## config.mk

```make
export PLATFORM = sky130hd
export DESIGN_NAME = adc_sample_sched
export DESIGN_NICKNAME = d
export VERILOG_FILES = /design/src/rtl/adc_sample_sched.sv
export SDC_FILE = /design/constraint.sdc
export NUM_CORES = 1
export LEC_CHECK = 0
export CORE_MARGIN = 5
export CORE_UTILIZATION = 30
export DETAILED_ROUTE_END_ITERATION = 6
export GPL_ROUTABILITY_DRIVEN = 0
export SYNTH_ARGS = -nofsm -noshare
export SYNTH_HDL_FRONTEND = slang
export SYNTH_SLANG_ARGS = --single-unit
```

## constraint.sdc

```tcl
create_clock -name clk -period 2.1 [get_ports clk]
set_input_delay 0.42 -clock clk [delete_from_list [all_inputs] [get_ports clk]]
set_output_delay 0.42 -clock clk [all_outputs]
set_load 0.1 [all_outputs]
```

## src/rtl/adc_sample_sched.sv

```systemverilog
// Round-robin scheduler sharing one serial 8-bit ADC core between N_REQ requesters.
// Optional two-conversion-per-grant (dummy read) mode: define ADC_SCHED_DUMMY_READ_EN.
module adc_sample_sched #(
    parameter int unsigned N_REQ       = 4,
    parameter int unsigned ID_W        = 2,
    parameter int unsigned HOLDOFF_CYC = 1000,
    parameter int unsigned TIMEOUT_CYC = 4095,
    parameter int unsigned CNT_W       = 16
) (
    input  logic             clk,
    input  logic             reset,
    input  logic             enable,
    input  logic [N_REQ-1:0] req,
    output logic [N_REQ-1:0] grant,
    output logic             rsp_valid,
    output logic [ID_W-1:0]  rsp_id,
    output logic [7:0]       rsp_data,
    output logic             rsp_err,
    output logic             adc_start,
    input  logic             adc_done,
    input  logic [7:0]       adc_data,
    output logic             busy,
    output logic [CNT_W-1:0] conv_count
);

    localparam int unsigned HO_W = (HOLDOFF_CYC < 1) ? 1 : $clog2(HOLDOFF_CYC + 1);
    localparam int unsigned TO_W = (TIMEOUT_CYC < 1) ? 1 : $clog2(TIMEOUT_CYC + 1);

`ifdef ADC_SCHED_DUMMY_READ_EN
    typedef enum logic [2:0] {S_IDLE, S_START, S_WAIT, S_HOLD, S_DELIVER} state_t;
`else
    typedef enum logic [2:0] {S_IDLE, S_START, S_WAIT, S_DELIVER} state_t;
`endif

    state_t           state, state_nx;
    logic [ID_W-1:0]  ptr, ptr_nx;
    logic [HO_W-1:0]  holdoff, holdoff_nx;
    logic [TO_W-1:0]  tmo, tmo_nx;
    logic [N_REQ-1:0] grant_nx;
    logic             rsp_valid_nx;
    logic [ID_W-1:0]  rsp_id_nx;
    logic [7:0]       rsp_data_nx;
    logic             rsp_err_nx;
    logic             adc_start_nx;
    logic             busy_nx;
    logic [CNT_W-1:0] conv_count_nx;
    logic             win_found;
    logic [ID_W-1:0]  win_idx;
    logic [ID_W-1:0]  cand;
`ifdef ADC_SCHED_DUMMY_READ_EN
    logic             phase, phase_nx;
`endif

    // First requesting index at or above the pointer, wrapping modulo N_REQ.
    always_comb begin
        win_found = 1'b0;
        win_idx   = '0;
        cand      = '0;
        for (int unsigned i = 0; i < N_REQ; i++) begin
            cand = ID_W'((32'(ptr) + i) % N_REQ);
            if (!win_found && req[cand]) begin
                win_found = 1'b1;
                win_idx   = cand;
            end
        end
    end

    always_comb begin
        state_nx      = state;
        ptr_nx        = ptr;
        holdoff_nx    = (holdoff != '0) ? holdoff - HO_W'(1) : '0;
        tmo_nx        = tmo;
        grant_nx      = grant;
        rsp_valid_nx  = 1'b0;
        rsp_id_nx     = rsp_id;
        rsp_data_nx   = rsp_data;
        rsp_err_nx    = rsp_err;
        adc_start_nx  = 1'b0;
        conv_count_nx = conv_count;
`ifdef ADC_SCHED_DUMMY_READ_EN
        phase_nx      = phase;
`endif
        case (state)
            S_IDLE: begin
                if (enable && holdoff == '0 && win_found) begin
                    state_nx     = S_START;
                    grant_nx     = N_REQ'(1) << win_idx;
                    rsp_id_nx    = win_idx;
                    adc_start_nx = 1'b1;
`ifdef ADC_SCHED_DUMMY_READ_EN
                    phase_nx     = 1'b0;
`endif
                end
            end
            S_START: begin
                tmo_nx   = TO_W'(TIMEOUT_CYC);
                state_nx = S_WAIT;
            end
            S_WAIT: begin
                // A done strobe on the expiry cycle still counts as success.
                if (adc_done) begin
`ifdef ADC_SCHED_DUMMY_READ_EN
                    if (!phase) begin
                        state_nx   = S_HOLD;
                        holdoff_nx = HO_W'(HOLDOFF_CYC);
                        phase_nx   = 1'b1;
                    end else begin
                        state_nx     = S_DELIVER;
                        rsp_valid_nx = 1'b1;
                        rsp_data_nx  = adc_data;
                        rsp_err_nx   = 1'b0;
                    end
`else
                    state_nx     = S_DELIVER;
                    rsp_valid_nx = 1'b1;
                    rsp_data_nx  = adc_data;
                    rsp_err_nx   = 1'b0;
`endif
                end else if (tmo <= TO_W'(1)) begin
                    state_nx     = S_DELIVER;
                    rsp_valid_nx = 1'b1;
                    rsp_data_nx  = 8'h00;
                    rsp_err_nx   = 1'b1;
                end else begin
                    tmo_nx = tmo - TO_W'(1);
                end
            end
`ifdef ADC_SCHED_DUMMY_READ_EN
            S_HOLD: begin
                if (holdoff <= HO_W'(1)) begin
                    state_nx     = S_START;
                    adc_start_nx = 1'b1;
                end
            end
`endif
            S_DELIVER: begin
                state_nx   = S_IDLE;
                grant_nx   = '0;
                holdoff_nx = HO_W'(HOLDOFF_CYC);
                ptr_nx     = (rsp_id == ID_W'(N_REQ - 1)) ? '0 : rsp_id + ID_W'(1);
                if (!rsp_err) begin
                    conv_count_nx = conv_count + CNT_W'(1);
                end
            end
            default: state_nx = S_IDLE;
        endcase
        busy_nx = (state_nx != S_IDLE);
    end

    always_ff @(posedge clk or posedge reset) begin
        if (reset) begin
            state      <= S_IDLE;
            ptr        <= '0;
            holdoff    <= '0;
            tmo        <= '0;
            grant      <= '0;
            rsp_valid  <= 1'b0;
            rsp_id     <= '0;
            rsp_data   <= '0;
            rsp_err    <= 1'b0;
            adc_start  <= 1'b0;
            busy       <= 1'b0;
            conv_count <= '0;
`ifdef ADC_SCHED_DUMMY_READ_EN
            phase      <= 1'b0;
`endif
        end else begin
            state      <= state_nx;
            ptr        <= ptr_nx;
            holdoff    <= holdoff_nx;
            tmo        <= tmo_nx;
            grant      <= grant_nx;
            rsp_valid  <= rsp_valid_nx;
            rsp_id     <= rsp_id_nx;
            rsp_data   <= rsp_data_nx;
            rsp_err    <= rsp_err_nx;
            adc_start  <= adc_start_nx;
            busy       <= busy_nx;
            conv_count <= conv_count_nx;
`ifdef ADC_SCHED_DUMMY_READ_EN
            phase      <= phase_nx;
`endif
        end
    end

endmodule

```

==> summary.md, run 1 <==
| Metric | Value |
|---|---|
| Die Ht | ~110 um |
| Pre-CTS setup slack | approximately 0.11 ns |
| Hold Fails Final Rpt | 0 |
| Number of buffers on the longest clock path | 2 |
| Number of placed I/O pins | 50 |
| Aggregate global routing overflow | 0 |
| WL/cell | between 10 and 15 um |
| Clock edge transition at the registers on the reported setup and hold paths | roughly 0.07 ns |
| Filler cell count | 977 |
| RSZ-0062 raised after global routing | no |
| # port buffers | 49 |
| Class of the most critical setup path | reg -> reg |
| Wirelength, routed | between 6000 and 7000 um |
| Cell count after synthesis | between 200 and 300 |
| Combined area of all synthesized cells | 2932 sq um |
| Period utilization | 0.8781 |
| Post-synth EDFFs | 0 |
| Final std cell area, no fill | 3726 sq um |
| Minimum period implied by the final worst setup slack | 1.844 ns |
| Clk Latency, worst-skew pair | roughly 0.33 ns |
| Maximum number of pins on one net before global-route repair | 34 |
| Maximum clock frequency | ~540 MHz |
| Leakage dissipation | 1.732 nW |
| TritonCTS clock tree | done |
| Async set-reset flop share out of synthesis | 1.000 |
| Avg Inst Size Synth | 10.94 sq um |
| Count of state elements after synthesis | 61 |
| Core Region | a little under 10000 sq um |
| Clock tree root driver cell | sky130_fd_sc_hd__clkbuf_8 |
| Fin. max-slew vios | 0 |
| Worst path arrival time | 2.04 ns |
| Run status | completed |
| Class of the tightest hold or removal check | in -> async |
| Share of the yosys chip area belonging to registers | 0.5207 |
| Post-CTS Setup Repair Bufs | 0 |
| Most frequently used flop master after synthesis | sky130_fd_sc_hd__dfrtp_1 |
| Maximum vdd ir drop | 0.0006468 V |
| Remaining routing DRC violations | 0 |
| Maximum fanout along the worst path | 4 |
| Startpoint class of the critical path | flip-flop |
| Total global routing track utilization | 0.1202 |
| First-pass iteration count of the detailed router | 4 |
| Count of nets after finishing | about 350 |
| Clock buffers created by TritonCTS | 9 |
| Total number of vias | 2198 |
| Most used standard cell by instance count after synthesis | sky130_fd_sc_hd__dfrtp_1 |
| Stages on the worst setup path | 6 |
| Worst slew slack as a fraction of its limit | 0.5716 |
| # Max-Cap Violations | 0 |
| Final-layout setup total negative slack | 0 ns |
| Area fraction of the dominant cell type after synthesis | 0.5207 |
| Yosys cell types | 53 |
| Synthesis-to-layout area growth | 27.10% |
| List of cells traversed by the critical path | inv_1 > ha_1 > or3b_2 > nor3b_1 > mux2i_1 > nand2_1 |
| Buffering stage count on the worst path with inverters included | 1 |
| Post-CTS Hold Fix Bufs | 0 |
| Wire length of the first global-routing pass | 11190 um |
| Die Outline Area | 11850 sq um |
| Ratio of cells with drive above 1 in the final layout | 0.2335 |
| Endpoint type of the worst setup path | flip-flop |
| Count of antenna diodes in the layout | 0 |
| Number of vias per cell after detailed routing | 4.707 |
| Antenna violations before repair | 0 |
| Num rows | 36 |
| Power per cell area | ~1000 nW/um^2 |
| Slew at the pin closest to its max-slew limit | 0.6368 ns |
| Die span in x | 108.9 um |
| Final clock skew | 0.008174 ns |
| Cells resized by post-CTS repair | 0 |
| Total setup violations reported at the end of the flow | 0 |
| Reg2reg setup slack | 0.26 ns |
| Via count of the first global-routing pass | approximately 2300 |
| Data required time at the worst endpoint | 2.30 ns |
| Post-DP HPWL | 4796 um |
| Biggest area consumer among synthesized cells | sky130_fd_sc_hd__dfrtp_1 |
| CP top delay family | simple AND/OR/NAND/NOR gates |
| Worst setup slack after layout | 0.2560 ns |
| Delay contributed by the slowest stage of the critical path | 0.49 ns |
| H-tree level count | 3 |
| Number of cell instances on the worst register-to-register path | 6 |
| Warning count from the yosys run | 0 |
| Sink count of the clock tree | 61 |
| Standard cell with the maximum stage delay on the critical path | sky130_fd_sc_hd__or3b_2 |
| Post-DP Area | 3541 sq um |
| Cell types with the highest counts after synthesis | sky130_fd_sc_hd__dfrtp_1 (61), sky130_fd_sc_hd__nand2_1 (20), sky130_fd_sc_hd__nor2_1 (19), sky130_fd_sc_hd__nand3_1 (15), sky130_fd_sc_hd__xnor2_1 (15) |
| Starting DRC count in detailed routing | 104 |
| Effective utilization at floorplan | 0.3041 |
| Number of nets still failing antenna checks after routing | 0 |
| Net Count, Synth | 290 |
| Leading cell types by total area after synthesis | sky130_fd_sc_hd__dfrtp_1 (52%), sky130_fd_sc_hd__xnor2_1 (4.5%), sky130_fd_sc_hd__mux2i_1 (2.7%), sky130_fd_sc_hd__ha_1 (2.6%), sky130_fd_sc_hd__nand2_1 (2.6%) |
-- cells in the final DEF, fill, tap and decap left out, types with 4 or more instances in the layout --
cell type / Yosys / routed
sky130_fd_sc_hd__a22o_1: 8 / 8
sky130_fd_sc_hd__clkdlybuf4s50_1: 0 / 15
sky130_fd_sc_hd__inv_1: 11 / 10
sky130_fd_sc_hd__nor4_1: 4 / 4
sky130_fd_sc_hd__xor2_1: 4 / 4
sky130_fd_sc_hd__o21ai_0: 8 / 8
sky130_fd_sc_hd__dfrtp_1: 61 / 59
sky130_fd_sc_hd__buf_4: 1 / 40
sky130_fd_sc_hd__mux2i_1: 8 / 8
sky130_fd_sc_hd__and4_1: 4 / 4
sky130_fd_sc_hd__a21oi_1: 7 / 7
sky130_fd_sc_hd__clkbuf_8: 0 / 11
sky130_fd_sc_hd__xnor2_1: 15 / 15
sky130_fd_sc_hd__a31oi_1: 5 / 5
sky130_fd_sc_hd__nand2_1: 20 / 20
sky130_fd_sc_hd__nor3_1: 6 / 6
sky130_fd_sc_hd__nand2b_1: 4 / 4
sky130_fd_sc_hd__ha_1: 6 / 6
sky130_fd_sc_hd__nor2_1: 19 / 19
sky130_fd_sc_hd__nand3_1: 15 / 15
sky130_fd_sc_hd__and3_1: 5 / 5
-- where the power goes --
part | internal (mW) | switching [mW]
combinational | 0.387 | 0.954
sequential | 1.40 | 0.232
clock | 0.487 | 0.451
-- cell families (layout without fill, tap and decap cells) --
kind of cell             Yosys count  after routing  share of synthesized area
AND/OR/NAND/NOR                  109            109                     0.2352
adder cells (fa/ha/maj)            6              6                    0.02561
flip-flops                        61             61                     0.5207
multiplexers                       9              9                    0.03116
buffers and inverters             18             84                    0.02561
AO/OA/AOI/OAI                     45             45                     0.1037
XOR/XNOR                          19             19                    0.05676
other                              1              1                   0.001279
-- layout make-up --
type                       count  area, sq um  share of cell area
clock inverter                 4        22.52            0.006044
tap                          133        166.4             0.04466
timing repair buffer          56        470.5              0.1263
sequential                    61         1529              0.4103
clock buffer                  12        155.1             0.04164
inverter                      12        45.04             0.01209
multi-input combinational    189         1338              0.3590
-- routing by layer --
layer  vias up  share of wire  track usage
met5         -              0            0
li1       1088              -            -
met1      1068           0.45       0.1550
met3         6          0.048      0.04322
met2        36           0.49       0.1871
met4         0         0.0088      0.04058
-- path summary, 6_finish.rpt --
check                          startpoint             end
max                            holdoff[0]      holdoff[8]
min                                 reset  conv_count[15]
max reg2reg                    holdoff[0]      holdoff[8]
min reg2reg                conv_count[15]  conv_count[15]
max in group asynchronous           reset        grant[3]
min in group clk           conv_count[15]  conv_count[15]
-- registers in the layout, summed over array words and instances (netlist names) --
name,cells
conv_count,16
rsp_err,1
rsp_id,2
rsp_data,8
grant,4
adc_start,1
ptr,2
holdoff,10
state,3
tmo,12
busy,1
rsp_valid,1
-- stage by stage --
stage,util,hold WS [ns],instances,power (mW)
detailed placement,0.3673,0.4660,451,3.004
global placement,0.3673,0.4632,451,2.980
finish,0.3866,0.3535,467,3.907
global route,0.3866,0.3583,467,4.134
CTS,0.3858,0.3476,467,3.966
floorplan,-,0.4458,268,2.663
Power figures use the tool's default switching activity.
==> run 2: changes to the inputs <==
--- a/config.mk
+++ b/config.mk
@@ -9,6 +9,7 @@
 export CORE_UTILIZATION = 30
 export DETAILED_ROUTE_END_ITERATION = 6
 export GPL_ROUTABILITY_DRIVEN = 0
+export SLEW_MARGIN = 15
 export SYNTH_ARGS = -nofsm -noshare
 export SYNTH_HDL_FRONTEND = slang
 export SYNTH_SLANG_ARGS = --single-unit
==> results of run 2 <==
Same layout as run 1: the final DEF is identical, and so are final timing and power.
